**config.mk**
```make
export PLATFORM = sky130hd
export DESIGN_NAME = spi_rom_responder_flat
export DESIGN_NICKNAME = d
export VERILOG_FILES = /design/src/rtl/spi_rom_responder_if.sv /design/src/rtl/spi_rom_responder.sv /design/src/flat_wrapper.sv
export SDC_FILE = /design/constraint.sdc
export NUM_CORES = 1
export LEC_CHECK = 0
export ABC_AREA = 1
export CAP_MARGIN = 0
export CORE_MARGIN = 2
export CORE_UTILIZATION = 55
export CTS_CLUSTER_DIAMETER = 150
export DETAILED_ROUTE_END_ITERATION = 10
export PLACE_DENSITY = 0.8
export SKIP_CTS_REPAIR_TIMING = 1
export SLEW_MARGIN = 20
export SYNTH_ARGS = -nofsm -noshare
export SYNTH_HDL_FRONTEND = slang
export SYNTH_SLANG_ARGS = --single-unit
export TNS_END_PERCENT = 10
```
**constraint.sdc**
```tcl
create_clock -name clk -period 4.8 [get_ports clk]
set_input_delay 0.96 -clock clk [delete_from_list [all_inputs] [get_ports clk]]
set_output_delay 0.96 -clock clk [all_outputs]
set_load 0.05 [all_outputs]
```
**src/rtl/spi_rom_responder_if.sv**
```systemverilog
// SPI pins plus backing-memory read port and status flags of the ROM responder.
// The slave modport is the responder side; the master modport is the initiator/memory side.
interface spi_rom_responder_if #(
    parameter int DATA_W = 32
);
    logic              scl;
    logic              mosi;
    logic              miso;
    logic [23:0]       mem_addr;
    logic              mem_req;
    logic              mem_ack;
    logic [DATA_W-1:0] mem_data;
    logic              busy;
    logic              cmd_err;
    logic              underrun;

    modport slave (
        input  scl, mosi, mem_ack, mem_data,
        output miso, mem_addr, mem_req, busy, cmd_err, underrun
    );

    modport master (
        output scl, mosi, mem_ack, mem_data,
        input  miso, mem_addr, mem_req, busy, cmd_err, underrun
    );
endinterface

```
**src/rtl/spi_rom_responder.sv**
```systemverilog
// Flash-style SPI target: oversamples scl/mosi on clk, takes an 8-bit command plus
// 24-bit address MSB first, fetches one word from memory and returns it LSB first.
module spi_rom_responder #(
    parameter logic [7:0] CMD_READ     = 8'h0B,
    parameter int         IDLE_TIMEOUT = 64
) (
    input  logic                 clk,
    input  logic                 rst,
    spi_rom_responder_if.slave   bus
);
    typedef enum logic [1:0] {ST_CMD, ST_FETCH, ST_DATA, ST_IGNORE} state_t;

    localparam logic [5:0] TMO_LAST = 6'(IDLE_TIMEOUT - 1);

    logic         scl_p0, scl_p1, scl_p2;
    logic         mosi_p0, mosi_p1;
    logic         scl_rise, scl_fall;

    state_t       state, state_nxt;
    logic [4:0]   bit_cnt, bit_cnt_nxt;
    logic [5:0]   tmo_cnt, tmo_cnt_nxt;
    logic [31:0]  rx_reg, rx_reg_nxt;
    logic [31:0]  tx_reg, tx_reg_nxt;
    logic [31:0]  rx_shift;
    logic         miso_r, miso_nxt;
    logic         req_r, req_nxt;
    logic [23:0]  addr_r, addr_nxt;
    logic         cmd_err_r, cmd_err_nxt;
    logic         underrun_r, underrun_nxt;
    logic         idle, timeout;

    // Stage p0/p1: two-flop synchronizer; p2 holds previous synchronized scl for edge detect
    always_ff @(posedge clk or posedge rst) begin
        if (rst) begin
            scl_p0  <= 1'b0;
            scl_p1  <= 1'b0;
            scl_p2  <= 1'b0;
            mosi_p0 <= 1'b0;
            mosi_p1 <= 1'b0;
        end else begin
            scl_p0  <= bus.scl;
            scl_p1  <= scl_p0;
            scl_p2  <= scl_p1;
            mosi_p0 <= bus.mosi;
            mosi_p1 <= mosi_p0;
        end
    end

    assign scl_rise = scl_p1 & ~scl_p2;
    assign scl_fall = ~scl_p1 & scl_p2;
    assign rx_shift = {rx_reg[30:0], mosi_p1};
    assign idle     = (state == ST_CMD) && (bit_cnt == 5'd0);
    assign timeout  = !idle && !scl_rise && !scl_fall && (tmo_cnt == TMO_LAST);

    always_comb begin
        state_nxt    = state;
        bit_cnt_nxt  = bit_cnt;
        rx_reg_nxt   = rx_reg;
        tx_reg_nxt   = tx_reg;
        miso_nxt     = miso_r;
        req_nxt      = req_r;
        addr_nxt     = addr_r;
        cmd_err_nxt  = 1'b0;
        underrun_nxt = 1'b0;
        tmo_cnt_nxt  = (scl_rise || scl_fall || idle) ? 6'd0 : tmo_cnt + 6'd1;

        case (state)
            ST_CMD: begin
                if (scl_rise) begin
                    rx_reg_nxt = rx_shift;
                    if (bit_cnt == 5'd31) begin
                        bit_cnt_nxt = 5'd0;
                        if (rx_shift[31:24] == CMD_READ) begin
                            addr_nxt  = rx_shift[23:0];
                            req_nxt   = 1'b1;
                            state_nxt = ST_FETCH;
                        end else begin
                            cmd_err_nxt = 1'b1;
                            state_nxt   = ST_IGNORE;
                        end
                    end else begin
                        bit_cnt_nxt = bit_cnt + 5'd1;
                    end
                end
            end

            ST_FETCH: begin
                // An ack coinciding with the first data rise still delivers the word
                if (bus.mem_ack && req_r) begin
                    tx_reg_nxt = bus.mem_data;
                    miso_nxt   = bus.mem_data[0];
                    req_nxt    = 1'b0;
                    state_nxt  = ST_DATA;
                    if (scl_rise) bit_cnt_nxt = 5'd1;
                end else if (scl_rise) begin
                    underrun_nxt = 1'b1;
                    req_nxt      = 1'b0;
                    tx_reg_nxt   = 32'd0;
                    miso_nxt     = 1'b0;
                    bit_cnt_nxt  = 5'd1;
                    state_nxt    = ST_DATA;
                end
            end

            ST_DATA: begin
                if (scl_rise) begin
                    if (bit_cnt == 5'd31) begin
                        miso_nxt    = 1'b0;
                        bit_cnt_nxt = 5'd0;
                        state_nxt   = ST_CMD;
                    end else begin
                        bit_cnt_nxt = bit_cnt + 5'd1;
                    end
                end else if (scl_fall && bit_cnt != 5'd0) begin
                    tx_reg_nxt = {1'b0, tx_reg[31:1]};
                    miso_nxt   = tx_reg[1];
                end
            end

            ST_IGNORE: begin
                miso_nxt = 1'b0;
                if (scl_rise) begin
                    if (bit_cnt == 5'd31) begin
                        bit_cnt_nxt = 5'd0;
                        state_nxt   = ST_CMD;
                    end else begin
                        bit_cnt_nxt = bit_cnt + 5'd1;
                    end
                end
            end

            default: begin
                state_nxt   = ST_CMD;
                bit_cnt_nxt = 5'd0;
            end
        endcase

        // A stalled initiator abandons the frame and withdraws any pending fetch
        if (timeout) begin
            state_nxt   = ST_CMD;
            bit_cnt_nxt = 5'd0;
            miso_nxt    = 1'b0;
            req_nxt     = 1'b0;
            tmo_cnt_nxt = 6'd0;
        end
    end

    always_ff @(posedge clk or posedge rst) begin
        if (rst) begin
            state      <= ST_CMD;
            bit_cnt    <= 5'd0;
            tmo_cnt    <= 6'd0;
            rx_reg     <= 32'd0;
            tx_reg     <= 32'd0;
            miso_r     <= 1'b0;
            req_r      <= 1'b0;
            addr_r     <= 24'd0;
            cmd_err_r  <= 1'b0;
            underrun_r <= 1'b0;
        end else begin
            state      <= state_nxt;
            bit_cnt    <= bit_cnt_nxt;
            tmo_cnt    <= tmo_cnt_nxt;
            rx_reg     <= rx_reg_nxt;
            tx_reg     <= tx_reg_nxt;
            miso_r     <= miso_nxt;
            req_r      <= req_nxt;
            addr_r     <= addr_nxt;
            cmd_err_r  <= cmd_err_nxt;
            underrun_r <= underrun_nxt;
        end
    end

    assign bus.miso     = miso_r;
    assign bus.mem_req  = req_r;
    assign bus.mem_addr = addr_r;
    assign bus.busy     = !idle;
    assign bus.cmd_err  = cmd_err_r;
    assign bus.underrun = underrun_r;
endmodule

```
**src/flat_wrapper.sv**
```systemverilog
// flat-port wrapper written by rule: the top's interface ports become plain ports
module spi_rom_responder_flat 
#(
    parameter logic [7:0] CMD_READ     = 8'h0B,
    parameter int         IDLE_TIMEOUT = 64
)
  (clk, rst, bus_scl, bus_mosi, bus_mem_ack, bus_mem_data, bus_miso, bus_mem_addr, bus_mem_req, bus_busy, bus_cmd_err, bus_underrun);
  spi_rom_responder_if bus_i ();
  input  logic clk;
  input  logic rst;
  input wire logic [$bits(bus_i.scl)-1:0] bus_scl;
  input wire logic [$bits(bus_i.mosi)-1:0] bus_mosi;
  input wire logic [$bits(bus_i.mem_ack)-1:0] bus_mem_ack;
  input wire logic [$bits(bus_i.mem_data)-1:0] bus_mem_data;
  output wire logic [$bits(bus_i.miso)-1:0] bus_miso;
  output wire logic [$bits(bus_i.mem_addr)-1:0] bus_mem_addr;
  output wire logic [$bits(bus_i.mem_req)-1:0] bus_mem_req;
  output wire logic [$bits(bus_i.busy)-1:0] bus_busy;
  output wire logic [$bits(bus_i.cmd_err)-1:0] bus_cmd_err;
  output wire logic [$bits(bus_i.underrun)-1:0] bus_underrun;
  assign bus_i.scl = bus_scl;
  assign bus_i.mosi = bus_mosi;
  assign bus_i.mem_ack = bus_mem_ack;
  assign bus_i.mem_data = bus_mem_data;
  assign bus_miso = bus_i.miso;
  assign bus_mem_addr = bus_i.mem_addr;
  assign bus_mem_req = bus_i.mem_req;
  assign bus_busy = bus_i.busy;
  assign bus_cmd_err = bus_i.cmd_err;
  assign bus_underrun = bus_i.underrun;
  spi_rom_responder #(.CMD_READ(CMD_READ), .IDLE_TIMEOUT(IDLE_TIMEOUT)) u_core (.clk(clk), .rst(rst), .bus(bus_i));
endmodule
```
# Word level (Yosys, flattened, before mapping)

Cells that the tools add are included.

$add $sub $neg: 2
Multiply operators: 0
Div/mod/pow operators: 0
Magnitude comparators: 0
Eq/ne operators: 19
Shift-type cells: 0
Muxes and demuxes: 41
Bitwise operators: 4
Reductions and logical operators: 26

Operators with widths:

| operator                                            | count |
|---|---|
| 2-to-1 mux 32 bit                                   | 4 |
| case mux 32 bit (2 select lines)                    | 1 |
| 2-to-1 mux 5 bit                                    | 4 |
| 2-to-1 mux 1 bit                                    | 18 |
| != test 3 x 1 -> 1 bit, second input constant       | 6 |
| 2-to-1 mux 2 bit                                    | 8 |
| 2-to-1 mux 6 bit                                    | 2 |
| AND reduction 4 bit                                 | 3 |
| case mux 5 bit (2 select lines)                     | 1 |
| AND reduction 5 bit                                 | 2 |
| equality test 8 x 4 -> 1 bit, second input constant | 1 |
| != test 4 x 1 -> 1 bit, second input constant       | 2 |
| adder 6 x 1 -> 6 bit, second input constant         | 1 |
| equality test 6 bit, second input constant          | 1 |
| logical AND 1 bit                                   | 6 |
| != test 3 x 2 -> 1 bit, second input constant       | 2 |
| case mux 2 bit (3 select lines)                     | 1 |
| adder 5 x 1 -> 5 bit, second input constant         | 1 |
| equality test 5 bit, second input constant          | 1 |
| logical NOT 5 bit                                   | 1 |
| nonzero test 5 bit                                  | 1 |
| equality test 2 bit, second input constant          | 2 |
| != test 4 bit, second input constant                | 1 |
| AND reduction 2 bit                                 | 2 |
| 15 further kinds                                    | 20 |

Flip-flop bits (word level): 109
Bits in latches: 0
Bits in writable memories: 0
Memory bits (read-only): 0
Logic and storage cells: 107
Memories kept: 0

# Logic depth before layout (Yosys ltp)

Gate-level depths: netlist of run 1.

Depth after elaboration: 8
Depth in mapped cells: 13

# Worst setup path after synthesis of run 1

No wires, ideal clock.

Path kind: reg-to-output
From: reg u_core.state[0]
To: out bus_busy
Data arrival time: 1.112 ns
Required time: 3.840 ns
Path slack: 2.728 ns
Stages on the path, launching flop included: 4
Path buffers: 0
Cells stage by stage: dfrtp_1 > inv_1 > ha_1 > nand3_2

Longest elaborated chain between the ends: 3

Ends and longest elaborated chain:

| element                  | RTL line                 | text |
|---|---|---|
| start: declaration       | spi_rom_responder.sv:19  | `state_t state, state_nxt;` |
| start signal: assignment | spi_rom_responder.sv:161 | `state <= state_nxt;` |
| logical NOT 2 bit        | spi_rom_responder.sv:52  | `assign idle = (state == ST_CMD) && (bit_cnt == 5'd0);` |
| logical AND 1 bit        | spi_rom_responder.sv:52  |  |
| logical NOT 1 bit        | spi_rom_responder.sv:177 | `assign bus.busy = !idle;` |
| end: declaration         | flat_wrapper.sv:18       | `output wire logic [$bits(bus_i.busy)-1:0] bus_busy;` |

No other way between the ends.

# Worst setup path in the final report of run 1

Ends and elaborated chain as after synthesis.

==> results.txt, run 1 <==
- The run finished with clean final reports.
- Across all hold checks on the routed design, the worst slack comes to 0.362 ns.
* Global route total overflow: 0
- Number of detailed-routing iterations run before antenna repair: 4
- TritonCTS clock tree: done
* Synth warn: 0
- The repair_antennas step left the layout with diodes totalling 0.
* Number of flops mapped to enable cells by yosys: 0
* Deepest level of the CTS H-tree: 3
- Total power draw: 3.15 mW
* Clock power share: 0.167
* Setup TNS: 0 ns
* Post-route cell area: 0.00564 sq mm
- Area share of the leading cell type in the synthesized netlist: 0.561
- Biggest area contributors in the synthesized netlist: dfrtp_1 56%, nand2_1 6.4%, a21oi_2 5.5%, o21ai_0 4.8%, a22oi_1 4.7%
- The number of antenna violations at the first check in global routing is 0.
- The via count of the first global-routing pass is 3289.
* Cell Area, Synth: 0.00481 sq mm
- Worst clock skew: 0.0135 ns
- Detailed placement ended at an HPWL of 5810 um.
- Of all nets on the critical path, the largest fanout is 6.
- Arithmetic-cell share of the synthesized area counting full adders, half adders and majority gates: 0.0286
* CTS Sinks: 108
- Leak: 2.50 nW
- After synthesis the netlist holds a flip-flop and latch count of 108.
- Measured against the total synthesized area, the mux share comes to 0.00234.
- Summed over all instances, the cell type with the most area after synthesis is dfrtp_1.
- Based on the critical path, the design can be clocked at up to 0.321 GHz.
* Clock period minus worst slack: 3.12 ns
- After synthesis, the largest family of logic cells by area is compound AO/OA/AOI/OAI gates.
* Final-report max-slew violation count: 0
- Fin nets: 589
* Final weighted congestion of routability-driven global placement: 0.803
- Entering global routing, the biggest net connects 62 pins.
- Dividing the detail-routed via count by the number of cells gives 5.17.
- TritonCTS buffer count: 9
- 66 I/O pins were placed.
- Synthesis-to-layout area growth: 17.2%
* Type of the tightest min-delay check: flip-flop to flip-flop
- Slowest cell on crit path: clkdlybuf4s50_1
- Kind of end point of the critical path: primary output
- STA classifies the critical path startpoint as a flip-flop.
- The post-synthesis compound-gate area fraction came to 0.181.
* Number of core rows: 34
- Crit-path leading delay family: buffers and inverters
- Once layout is complete, the utilization of the core stands at 0.657.
* Largest stage delay on the critical path: 0.73 ns
- The critical path goes through inv_1 > ha_1 > nand3_2 > clkdlybuf4s50_1.
* Clock transition at the registers of the reported paths: 0.10 ns
- Commonest non-fill, non-tap cell in the layout: dfrtp_1
* Standard cell area after detailed placement: 0.00545 sq mm
- RSZ-0062 raised after global routing: false
* Setup slack after placement: 1.85 ns
* Global-route wire length before repair: 14700 um
- Share of post-route cells with drive strength above 1: 0.119
* Internal: 1.88 mW
* Die outline height: 97.6 um
- Detailed routing inserted a total of 3376 vias.
- Across the VDD grid, the largest voltage drop is 0.438 mV.
* Die X: 97.6 um
- The tool flagged a number of max-cap violations equal to 0.
* Cell count after placement: 638
* Net count after synthesis: 536
- The final hold violation count was 0.
- In this run the power spent charging and discharging nets is 1.26 mW.
- Xor and xnor area share after synthesis: 0.00364
* Gate Count Post-Synth: 488
- The share of total power dissipated in sequential elements is 0.421.
- Full die area: 0.00952 sq mm
- Total wirelength of the detailed-routed design: 8460 um
* IO Port Bufs: 65
- Post-route setup slack: 1.68 ns
* Drc violations: 0
* Buffer type at the clock tree root: clkbuf_8
* Post-synthesis sequential area ratio: 0.561
* Buf/Inv on CP: 2
- In the global route stage, overall resource usage came out at 0.186.
- Worst endpoint data arrival time: 2.16 ns
- For this block, the initial DRC count from the detailed router was 136.
- Crit Path Category: flip-flop to primary output
- The clock reaches the later pin of the worst-skew pair after 0.36 ns.
* Synthesized area divided by synthesized cell count: 9.87 sq um
- Of the available clock period, the critical path in the final layout requires 0.650.
- Synth async-reset ratio: 1.00
- Count of different cell masters after synthesis: 35
* Switching part of the total power: 0.401
- Bufs on Longest Clock Path: 2
- Setup violations remaining at the end of the flow were counted as 0.
- For this run, the number of standard cells in the final layout without fillers is 653.
- Most frequent cells in the layout: 108 x dfrtp_1, 82 x nand2_1, 65 x clkdlybuf4s50_1
* Number of nets still failing antenna checks after routing: 0
* Initial Util: 0.560
- In the synthesized netlist the dominant register cell turns out to be dfrtp_1.
- The share of total power dissipated in combinational logic is 0.413.
* Final routed wire length divided by cell count: 12.9 um
- Max-Slew Margin vs Limit: 0.388
* Worst-Margin Slew: 0.919 ns
* Floorplan core area: 0.00859 sq mm
- Dividing total power by cell area gives a power density of 558 mW/mm^2.
- Of the total synthesized cell area, the portion taken by AND, OR, NAND and NOR gates is 0.147.
* Data required, critical path: 3.84 ns
## synth_stat cells, types with 2 or more instances
| cell type | n |
|---|---|
| o21ai_1 | 13 |
| nand3_2 | 4 |
| o22ai_1 | 3 |
| inv_1 | 48 |
| dfrtp_1 | 108 |
| nand2_1 | 82 |
| a21oi_1 | 8 |
| a22oi_1 | 30 |
| ha_1 | 11 |
| o21ai_0 | 46 |
| a21oi_2 | 30 |
| nor2_1 | 48 |
| buf_4 | 2 |
| o21bai_1 | 2 |
| clkbuf_1 | 12 |
| buf_2 | 3 |
| nand3_1 | 12 |
| buf_6 | 9 |
## routing by layer
layer,part of all wire,GRT usage
met3,0.031,0.0345
met4,0.014,0.0556
met5,0,0
met1,0.46,0.252
met2,0.49,0.309
## power groups by stage
stage | clock network, mW | logic, mW | registers [mW]
4_1_cts | 0.536 | 1.31 | 1.32
2_1_floorplan | 0 | 1.15 | 1.33
5_1_grt | 0.574 | 1.48 | 1.36
6_report | 0.524 | 1.30 | 1.32
3_5_place_dp | 0 | 1.31 | 1.34
3_3_place_gp | 0 | 1.26 | 1.33
## cell families after synthesis
kind of cell,count (synthesis)
simple gates,157
compound gates,133
flops,108
buf+inv,76
fa+ha+maj,11
xor+xnor,2
mux,1
## area by class of cell
class / count / area (sq um)
well taps: 108 / 135
clock inverters: 5 / 45.0
repair buffers: 68 / 673
clock buffers: 10 / 138
inverters: 50 / 193
fillers: 711 / 2950
flip-flops and latches: 108 / 2700
multi-input cells: 304 / 1760
## final timing paths
| path | startpoint | cells after the start | slack (ns) | end |
|---|---|---|---|---|
| min in group asynchronous | rst | 2 | 0.90 | u_core.rx_reg[21] |
| max in group asynchronous | rst | 3 | 3.03 | u_core.rx_reg[1] |
| hold reg to reg | u_core.mosi_p0 | 0 | 0.36 | u_core.mosi_p1 |
| setup reg to reg | u_core.state[0] | 7 | 2.46 | u_core.tx_reg[27] |
| setup / recovery | u_core.state[0] | 4 | 1.68 | bus_busy |
| hold / removal | u_core.mosi_p0 | 0 | 0.36 | u_core.mosi_p1 |
Power figures use the tool's default switching activity.
==> inputs of run 2 (changes only) <==
- CORE_UTILIZATION: 55 -> 49
- PLACE_DENSITY: 0.8 -> 0.75
- clock period: 4.8 -> 2.81 ns (I/O delays scaled with it)
==> results.txt, run 2 (synthesis results as in run 1) <==
- The flow ran to the end, and the final reports show no timing, DRC or antenna violations.
* Worst reg2reg setup slack: 0.76 ns
- IO Port Bufs: 65
* IO Pins: 66
- Crit Path Category: flip-flop to primary output
- Kind of end point of the critical path: primary output
- Worst-Margin Slew: 0.535 ns
* Filler-free cell count of the finished design: 685
* Initial Util: 0.499
- VDD sags by at most 0.751 mV.
- Vias: 3415
- Clock-pin slew was measured on the worst setup and hold paths at 0.10 ns.
* CTS Sinks: 108
* Maximum number of pins on one net before global-route repair: 62
- Number of global-route vias before repair: 3259
- Full die area: 0.0106 sq mm
- Setup repair after global routing left no endpoint under its margin.
* Setup TNS: 0 ns
- Upper clock frequency limit: 0.427 GHz
- Vias per std cell: 4.99
* Worst endpoint data arrival time: 1.78 ns
- Synthesis-to-layout area growth: 19.7%
- Of all nets on the critical path, the largest fanout is 6.
* Most frequent cells in the layout: 108 x dfrtp_1, 82 x nand2_1, 64 x clkdlybuf4s50_1
- Setup violations remaining at the end of the flow were counted as 0.
- Die X: 103 um
- After filler insertion, the fill cell instance count of the layout stands at 869.
* TritonCTS buffer count: 9
- Dividing the detail-routed wire length by the instance count gives 12.8 um.
* Largest stage delay on the critical path: 0.43 ns
- TritonCTS built the clock tree.
- Global-route wire length before repair: 14600 um
* Startpoint class of the critical path: flip-flop
* Type of the tightest min-delay check: flip-flop to flip-flop
- The H-tree was split into 3 levels.
- Bufs on Longest Clock Path: 2
- Final Cycle Share: 0.833
- In the final layout, the share of cells above drive strength 1 is 0.129.
- The library cell used most frequently in the layout, excluding fill and tap cells, is dfrtp_1.
* Buffer type at the clock tree root: clkbuf_8
* Worst clock skew: 0.0179 ns
- Max-Slew Margin vs Limit: 0.643
* Final weighted congestion of routability-driven global placement: 0.851
* Number of nets still failing antenna checks after routing: 0
- Hold Violations, Final: 0
- Clock period minus worst slack: 2.34 ns
* Slowest cell on crit path: dlymetal6s2s_1
* Data required, critical path: 2.25 ns
* Number of max-capacitance violations reported: 0
* Global route total overflow: 0
- Share of the core filled with cells in the final layout: 0.598
- Detailed placement finished with a half-perimeter wire length of 6080 um.
- The pre-antenna-repair detailed-routing pass consisted of 5 iterations.
- For this block, the routed nets add up to 8740 um of wire.
- Clk_lat worst skew: 0.37 ns
* Drc violations: 0
- Initial antenna violation count: 0
* Cell area power density: 957 mW/mm^2
* Global Route Usage Sum: 0.173
- Number of core rows: 36
- Sequence of cells on the critical path: inv_1 > ha_1 > nand3_2 > dlymetal6s2s_1
* Die outline height: 103 um
- DRT iter0 DRCs: 151
* Floorplan core area: 0.00964 sq mm
- Number of diodes: 0
- Leak: 2.54 nW
* Final-report max-slew violation count: 0
- At the end of the flow, the number of nets in the layout was 595.
* Cell count after placement: 669
## run 2: routing by layer
metal | track usage | wire length, um
met5 | 0 | 0
met4 | 0.0648 | 117
met3 | 0.0258 | 213
met2 | 0.295 | 4410
met1 | 0.226 | 4000
## run 2: per-stage QoR
stage | power [mW] | hold slack (ns) | area, sq um | setup slack (ns)
global route | 5.96 | 0.372 | 5760 | 0.341
global placement | 4.52 | 0.332 | 5570 | 0.546
detailed placement | 4.64 | 0.346 | 5570 | 0.489
floorplan | 4.24 | 0.331 | 4820 | 0.946
CTS | 5.57 | 0.363 | 5760 | 0.0406
finish | 5.51 | 0.360 | 5760 | 0.469
## run 2: worst paths after layout
path | start | endpoint | cells after the start
max | u_core.state[0] | bus_busy | 4
min | u_core.scl_p0 | u_core.scl_p1 | 0
max reg2reg | u_core.bit_cnt[1] | u_core.bus.mem_addr[3] | 8
min reg2reg | u_core.scl_p0 | u_core.scl_p1 | 0
max in group asynchronous | rst | u_core.bus.miso | 3
min in group asynchronous | rst | u_core.bus.mem_addr[8] | 2
## run 2: final cells by class
class	instances	area [sq um]	area share
clock buffers	9	124	0.0215
clock inverters	7	68.8	0.0119
inverters	50	194	0.0337
multi-input cells	304	1750	0.303
flip-flops and latches	108	2700	0.469
well taps	133	166	0.0289
repair buffers	74	758	0.132
## run 2: report_power, final
group	internal [mW]	total [mW]	switching (mW)
Combinational	0.921	2.33	1.41
Clock	0.346	0.921	0.575
Sequential	2.01	2.26	0.250
## run 2: worst max-delay path: cells and delay by family, from the launching register on
kind,cells,cell delay (ns)
buffers and inverters,2,0.53
adder cells (fa/ha/maj),1,0.31
AND/OR/NAND/NOR,1,0.16
flip-flops,1,0.41
==> inputs of run 3 (changes only) <==
- clock period: 2.81 -> 2.1 ns (I/O delays scaled with it)
==> results.txt, run 3 (synthesis results as in run 1) <==
* Run status: complete, no violations
- Fin nets: 597
- The worst path needs 2.00 ns of the cycle, external delays included.
- Broken down by cell family, the worst path's largest delay share belongs to buffers and inverters.
* Worst IR drop on VDD: 0.676 mV
- Worst reg2reg setup slack: 0.25 ns
* Maximum number of pins on one net before global-route repair: 61
* Global route total overflow: 0
* IO Pins: 66
- Setup repair after global routing left no endpoint under its margin.
- Once detailed placement completed, the half-perimeter wirelength came to 5860 um.
- The floorplan has 36 rows.
- Die outline height: 103 um
* Bufs on Longest Clock Path: 2
- Of the available clock period, the critical path in the final layout requires 0.955.
- Clock tree synthesis selected as its root buffer the cell clkbuf_8.
* Total of endpoints with negative setup slack in the final report: 0
* Most frequent cells in the layout: 108 x dfrtp_1, 82 x nand2_1, 64 x clkdlybuf4s50_1
* Global Route Usage Sum: 0.174
- Counting instances, the worst hold path has a depth of 0.
- Counting the buffers created by CTS gives 9.
- Worst clock skew: 0.00765 ns
- Worst-case hold slack: 0.358 ns
* Initial antenna violation count: 0
* Number of nets still failing antenna checks after routing: 0
* Startpoint class of the critical path: flip-flop
- Hold Violations, Final: 0
- Number of global-route vias before repair: 3193
- TritonCTS built the clock tree.
- The worst hold path terminates at u_core.mosi_p1.
- Synthesis-to-layout area growth: 20.6%
- STA classifies the critical path endpoint as a primary output.
- In the routed design, unresolved DRC markers number 0.
- Number of detailed-routing iterations run before antenna repair: 5
- Number of diodes: 0
- Upper clock frequency limit: 0.499 GHz
* Initial Util: 0.499
- In this run the critical register-to-register path is captured at u_core.tx_reg[12].
- Traced cell by cell, the critical path runs through clkdlybuf4s50_1.
- After detailed routing, the average wire length per cell comes to 12.4 um.
- CTS Sinks: 108
- The detailed router finished its first iteration with 204 violations.
- Launch instance of the worst register-to-register path: u_core.state[0]
- Vias per std cell: 4.93
- Data on the critical path arrives at its endpoint at 1.58 ns.
* Type of the tightest min-delay check: flip-flop to flip-flop
* Clock transition at the registers of the reported paths: 0.10 ns
- Clk_lat worst skew: 0.36 ns
- Setup TNS: 0 ns
- Final-report max-slew violation count: 0
- In this design, the stage delay of the slowest critical-path cell is 0.82 ns.
- Crit Path Category: flip-flop to primary output
* Cell area power density: 1270 mW/mm^2
* Leak: 2.56 nW
- Number of max-capacitance violations reported: 0
* Max-Slew Margin vs Limit: 0.633
- In this run the horizontal extent of the chip is 103 um.
* Worst-Margin Slew: 0.549 ns
- The die covers 0.0106 sq mm.
* Buf/Inv on CP: 1
- For this block, the routed nets add up to 8550 um of wire.
- The worst hold path begins at u_core.mosi_p0.
- The largest individual stage delay along the critical path comes from the cell clkdlybuf4s50_1.
- Worst-path fanout max: 3
* Vias: 3388
- Commonest non-fill, non-tap cell in the layout: dfrtp_1
- The region available for standard cell placement spans 0.00964 sq mm.
- Deepest level of the CTS H-tree: 3
- IO Port Bufs: 65
- The number of cells on the worst reg-to-reg path is 7.
- Global-route wire length before repair: 14600 um
- Data on the critical path is required at its endpoint by 1.68 ns.
- In the final layout, the share of cells above drive strength 1 is 0.137.
- Worst setup path startpoint: u_core.bus.mem_req
- Routability-driven placement finished with a final weighted congestion of 0.874.
==> run 3: changes by cell type in the layout (fill, tap and decap cells not counted) <==
cell / before / now
clkinv_8: 1 / 0
buf_12: 3 / 6
dlymetal6s2s_1: 1 / 0
ha_2: 0 / 2
clkbuf_8: 9 / 10
clkinv_2: 1 / 2
inv_8: 2 / 1
ha_1: 11 / 9
==> run 3: cell type report <==
type	count	area, sq um
clock buffers	10	138
fillers	820	3830
clock inverters	6	46.3
repair buffers	76	806
flip-flops and latches	108	2700
inverters	50	194
multi-input cells	304	1750
well taps	133	166
==> run 3: through the flow <==
step / setup slack [ns] / cell area [sq um] / utilization / power [mW] / cells
floorplan: 0.320 / 4820 / - / 5.67 / 488
global placement: 0.236 / 5620 / 0.583 / 6.08 / 671
detailed placement: 0.185 / 5620 / 0.583 / 6.24 / 671
CTS: 0.0558 / 5800 / 0.602 / 7.42 / 687
global route: 0.0256 / 5810 / 0.602 / 7.95 / 687
finish: 0.0954 / 5810 / 0.602 / 7.36 / 687
==> run 3: worst max-delay path by stage <==
stage,end,slack (ns),cells after the start
3_5_place_dp,u_core.tx_reg[2],0.18,8
2_1_floorplan,u_core.bus.miso,0.32,8
5_1_grt,u_core.state[1],0.03,10
4_1_cts,bus_busy,0.06,4
6_report,bus_mem_req,0.1,1
3_3_place_gp,u_core.tx_reg[1],0.24,8
==> run 3: per-layer routing <==
layer  global-route usage  up-vias  wire length [um]
met2                0.271       44              4180
met4               0.0769        0               104
met1                0.246     1610              4030
li1                     -     1728                 -
met3               0.0237        6               239
met5                    0        -                 0
==> run 3: report_power, final <==
part	internal (mW)	total (mW)	switching [mW]
logic	1.27	3.15	1.88
registers	2.69	3.03	0.336
clock network	0.475	1.18	0.706
